===== config.mk =====
export PLATFORM = sky130hd
export DESIGN_NAME = image_streamer
export DESIGN_NICKNAME = d
export VERILOG_FILES = /design/src/rtl/image_streamer.sv
export SDC_FILE = /design/constraint.sdc
export NUM_CORES = 1
export LEC_CHECK = 0
export CAP_MARGIN = 10
export CORE_UTILIZATION = 47
export CTS_CLUSTER_DIAMETER = 40
export DETAILED_ROUTE_END_ITERATION = 8
export PLACE_DENSITY_LB_ADDON = 0.2
export SYNTH_ARGS = -nofsm -noshare
export SYNTH_HDL_FRONTEND = slang
export SYNTH_SLANG_ARGS = --single-unit

===== constraint.sdc =====
create_clock -name clk_i -period 3.5 [get_ports clk_i]
set_input_delay 0.7 -clock clk_i [delete_from_list [all_inputs] [get_ports clk_i]]
set_output_delay 0.7 -clock clk_i [all_outputs]
set_load 0.01 [all_outputs]

===== src/rtl/image_streamer.sv =====
// Raster-order frame reader: walks a WxH image from a base address, issues one
// memory read per enabled cycle and streams the returned pixels with coordinates.
module image_streamer #(
    parameter int DATA_WIDTH   = 16,
    parameter int IMAGE_WIDTH  = 640,
    parameter int IMAGE_HEIGHT = 480,
    parameter int ADDR_WIDTH   = 20,
    parameter int LINE_GAP     = 0
) (
    input  logic                  clk_i,
    input  logic                  rst_i,
    input  logic                  start_i,
    input  logic [ADDR_WIDTH-1:0] base_addr_i,
    input  logic                  en_i,
    output logic                  rd_en_o,
    output logic [ADDR_WIDTH-1:0] rd_addr_o,
    input  logic [DATA_WIDTH-1:0] rd_data_i,
    output logic [DATA_WIDTH-1:0] data_o,
    output logic [15:0]           col_o,
    output logic [15:0]           row_o,
    output logic                  valid_o,
    output logic                  busy_o,
    output logic                  done_o
);

    if (longint'(IMAGE_WIDTH) * longint'(IMAGE_HEIGHT) > (longint'(1) << ADDR_WIDTH)) begin : g_size_check
        $error("image_streamer: IMAGE_WIDTH*IMAGE_HEIGHT exceeds the address space");
    end

    localparam logic [15:0] COL_LAST = 16'(IMAGE_WIDTH - 1);
    localparam logic [15:0] ROW_LAST = 16'(IMAGE_HEIGHT - 1);
    localparam logic [7:0]  GAP_LOAD = (LINE_GAP > 0) ? 8'(LINE_GAP - 1) : 8'd0;

    typedef enum logic [1:0] {IDLE, ACTIVE, GAP, DRAIN} state_t;

    state_t                state, state_next;
    logic [ADDR_WIDTH-1:0] base;
    logic [ADDR_WIDTH-1:0] index;
    logic [15:0]           col;
    logic [15:0]           row;
    logic [7:0]            wait_cnt;
    logic                  issue;
    logic                  last_col;
    logic                  last_row;

    logic                  vld_p1;
    logic                  last_p1;
    logic [15:0]           col_p1;
    logic [15:0]           row_p1;

    assign last_col  = (col == COL_LAST);
    assign last_row  = (row == ROW_LAST);
    assign rd_en_o   = issue;
    assign rd_addr_o = base + index;
    assign busy_o    = (state != IDLE);

    always_ff @(posedge clk_i) begin
        if (rst_i) begin
            state <= IDLE;
        end else begin
            state <= state_next;
        end
    end

    always_comb begin
        state_next = state;
        issue      = 1'b0;
        case (state)
            IDLE: begin
                if (start_i) state_next = ACTIVE;
            end
            ACTIVE: begin
                if (en_i) begin
                    issue = 1'b1;
                    if (last_col) begin
                        if (last_row)          state_next = DRAIN;
                        else if (LINE_GAP > 0) state_next = GAP;
                    end
                end
            end
            GAP: begin
                if (wait_cnt == 8'd0) state_next = ACTIVE;
            end
            DRAIN: begin
                if (wait_cnt == 8'd0) state_next = IDLE;
            end
            default: state_next = IDLE;
        endcase
    end

    // wait_cnt is shared: GAP length after a row end, pipeline drain after the frame end
    always_ff @(posedge clk_i) begin
        if (rst_i) begin
            base     <= '0;
            index    <= '0;
            col      <= '0;
            row      <= '0;
            wait_cnt <= '0;
        end else begin
            if (state == IDLE && start_i) begin
                base  <= base_addr_i;
                index <= '0;
                col   <= '0;
                row   <= '0;
            end
            if (issue) begin
                index <= index + ADDR_WIDTH'(1);
                if (last_col) begin
                    col      <= '0;
                    wait_cnt <= last_row ? 8'd1 : GAP_LOAD;
                    if (!last_row) row <= row + 16'd1;
                end else begin
                    col <= col + 16'd1;
                end
            end
            if ((state == GAP || state == DRAIN) && wait_cnt != 8'd0) begin
                wait_cnt <= wait_cnt - 8'd1;
            end
        end
    end

    // Stage p1: coordinates travel alongside the outstanding memory read
    always_ff @(posedge clk_i) begin
        if (rst_i) begin
            vld_p1  <= 1'b0;
            last_p1 <= 1'b0;
        end else begin
            vld_p1  <= issue;
            last_p1 <= issue & last_col & last_row;
        end
    end

    always_ff @(posedge clk_i) begin
        if (issue) begin
            col_p1 <= col;
            row_p1 <= row;
        end
    end

    // Stage p2: output register capturing the returned memory word
    always_ff @(posedge clk_i) begin
        if (rst_i) begin
            valid_o <= 1'b0;
            done_o  <= 1'b0;
            data_o  <= '0;
            col_o   <= '0;
            row_o   <= '0;
        end else begin
            valid_o <= vld_p1;
            done_o  <= last_p1;
            if (vld_p1) begin
                data_o <= rd_data_i;
                col_o  <= col_p1;
                row_o  <= row_p1;
            end
        end
    end

endmodule


==> impl_metrics.py <==
metrics = {
    "run_status": {
        "status": "completed",
    },
    "detailed_routing": {
        "drcViolationCount": 0,
        "wl_per_cell_um": 14.7,
        "firstDrtPassIters": 7,
        "via_per_inst": 5.43,
        "via_count": 6113,
        "drtAntennaViolNets": 0,
        "drtIter0Drc": 351,
        "wl_mm": 16.5,
    },
    "global_routing": {
        "grt_util_all_layers_pct": 20.8,
        "antenna_found_initial": 0,
        "met3_usage_pct": 4.27,
        "grt_use_met2_pct": 34.9,
        "overflow": 0,
        "grt_pass1_wl_mm": 27.0,
        "grt_use_met1_pct": 26.0,
        "grt_pass1_vias": 5815,
        "grt_most_used_layer": "met2",
        "grt_start_max_net_pins": 69,
    },
    "clock_network": {
        "clkLatencyLatePin_ps": 430,
        "numCtsBuffers": 17,
        "clockRootBuffer": "clkbuf_16",
        "clk_pin_slew_worst_paths_ps": 60,
        "clkSinkCount": 166,
        "holdBufCountCts": 0,
        "tritoncts": "built",
        "htree_levels": 4,
        "clk_path_buf_depth": 2,
    },
    "synth": {
        "syn_area_mm2": 0.00740,
        "yosys_warnings": 0,
        "yosys_register_bits": 166,
        "ys.flop_type": "dfxtp_1",
        "synthCells": 782,
        "async_flop_share_pct": 0,
        "synth_edf_count": 32,
        "synth_nets": 847,
        "syn_area_per_cell_um2": 9.46,
        "ys_seq_area_share_pct": 49.3,
        "yosys.cell_types.count": 60,
    },
    "critical_path": {
        "cp.required_ps": 2800,
        "arrival_ps": 2710,
        "slowest_stage": "fa_2",
        "worstSetupPathType": "flop to output pin",
        "slowest_delay_ps": 390,
        "crit_chain": "ha_2 > fa_2 > a211oi_4 > o21ai_2 > a31o_2 > a21o_1 > a21oi_1 > xnor2_1 > clkdlybuf4s15_1",
        "cp_max_fo": 3,
        "crit_buf_inv": 1,
        "reg2reg_slack_ps": 890,
        "crit_path_end_kind": "output pin",
        "startpoint_type": "flop",
        "cp_top_family": "compound AO/OA/AOI/OAI gates",
    },
    "layout": {
        "final_common_cell": "dfxtp_1",
        "final_nets": 966,
        "drive_above_1_share_pct": 11.1,
        "syn_to_final_growth_pct": 29.5,
        "antenna_cells": 0,
        "mostFrequentLayoutCells": "dfxtp_1 (132), nor2_1 (111), clkdlybuf4s50_1 (100)",
        "nFillCells": 1259,
        "stdcell_area_mm2": 0.00958,
    },
    "power": {
        "p_leak_nw": 3.56,
        "power_density_mw_per_mm2": 446,
        "total_power_w": 0.00427,
        "ir_drop_mv": 0.394,
    },
    "sta": {
        "hold_viol": 0,
        "fin_setup_tns_ps": 0,
        "fmax_mhz": 293,
        "final_max_slew_viol_count": 0,
        "fin_crit_sh_pct": 97.5,
        "worstMarginPinSlew_ps": 1020,
        "setup_viol": 0,
        "hold_ws_ps": 455,
        "finalClockSkew_ps": 8.04,
        "fin_crit_ps": 3410,
        "slew_headroom_pct": 32.0,
    },
    "place": {
        "portBuffers": 111,
        "gp_congestion": 0.874,
        "post-dp-hpwl_mm": 11.4,
        "place_area_mm2": 0.00879,
    },
    "die": {
        "io_pins": 112,
        "rows": 45,
        "die_h_um": 127,
        "die_area_mm2": 0.0162,
        "die_x_um": 127,
        "start_util_pct": 48.5,
        "core-area_mm2": 0.0153,
    },
    "hold_path": {
        "hp-class": "flop to flop",
    },
    "job": {
        "cap_violations": 0,
    },
}
[flip-flops by register name (all words and copies together) (netlist names), 2 cells and up]
| signal | count |
|---|---|
| base | 20 |
| col | 16 |
| col_o | 16 |
| col_p1 | 16 |
| data_o | 16 |
| index | 20 |
| row | 16 |
| row_o | 16 |
| row_p1 | 16 |
| state | 2 |
| wait_cnt | 8 |
[cell usage after synthesis, types with 3 or more instances]
cell / n / share of area, %
edfxtp_1: 32 / 13
and2_1: 9 / 0.76
ha_1: 24 / 4.1
buf_1: 7 / 0.36
a21oi_1: 61 / 4.1
xor2_1: 13 / 1.5
nor4_1: 4 / 0.34
and3_1: 8 / 0.68
a311oi_1: 12 / 1.4
a31oi_1: 14 / 1.2
nor2_1: 112 / 5.7
o311ai_0: 3 / 0.36
nand3_1: 32 / 2.2
mux2_2: 4 / 0.61
o211ai_1: 10 / 1.0
inv_1: 11 / 0.56
and4_1: 3 / 0.36
nand4_1: 13 / 1.1
xnor2_1: 14 / 1.7
or3_1: 8 / 0.68
nor2b_1: 3 / 0.25
a211oi_1: 5 / 0.51
clkbuf_1: 25 / 1.3
nor3_1: 14 / 0.95
mux2i_1: 49 / 6.6
dfxtp_1: 134 / 36
o21ai_0: 17 / 1.2
or2_2: 3 / 0.25
a21o_1: 10 / 1.0
nor4_4: 3 / 0.86
o31a_1: 3 / 0.36
nand2_1: 83 / 4.2
buf_2: 4 / 0.27
[logic make-up (layout without fill, tap and decap cells)]
family,after synthesis,count (layout),share of synthesized area [%]
DFF,166,166,49.3
and+or+nand+nor,314,314,20.6
AOI/OAI and AO/OA,148,148,12.6
buffers and inverters,47,179,2.45
adders and majority gates,25,25,4.33
xor gates and xnor gates,27,27,3.20
muxes,55,55,7.55
[worst paths after layout]
check	start	to	cells after the start
worst max-delay path	base[0]	rd_addr_o[12]	9
worst max register to register	col[0]	row[14]	6
worst min register to register	last_p1	done_o	1
worst min-delay path	last_p1	done_o	1
[routing by layer]
metal | vias up | share of wire [%]
li1 | 3050 | -
met1 | 2846 | 45
met2 | 193 | 48
met3 | 24 | 5.3
met4 | 0 | 1.6
met5 | - | 0
[worst reg2reg max path, delay by kind of cell (launching register included)]
family | cells | cell delay [ps]
compound gates | 1 | 170
fa+ha+maj | 1 | 210
flops | 1 | 420
simple gates | 4 | 1730
[stage by stage]
step	utilization [%]	instances	worst slack, ps
global placement	57.6	1088	18.5
CTS	62.1	1121	-44.4
global route	62.8	1125	-23.2
detailed placement	57.6	1088	-27.5
floorplan	-	782	554
finish	62.8	1125	88.6
[power by group]
part / total (W) / internal (W) / switching, W
clock network: 0.00197 / 0.00123 / 0.000740
logic: 0.000285 / 0.000138 / 0.000147
registers: 0.00201 / 0.00198 / 0.0000272
total: 0.00427 / 0.00335 / 0.000914
[repair_timing]
action / in CTS / in global routing
pin swaps: 6 / 9
setup endpoints to repair: 11 / 9
setup buffers: 1 / 3
resized for setup: 24 / 21
[area by class of cell]
class                           instances  area, µm²  share of cell area, %
Clock buffer                           21        460                   4.81
Clock inverter                         11        170                   1.78
Inverter                               11       41.3                  0.431
Sequential cell                       166       3650                   38.1
Multi-Input combinational cell        569       3700                   38.7
Timing Repair Buffer                  136       1290                   13.5
Tap cell                              211        264                   2.76
Note: power is estimated with default switching activity, not from simulation.
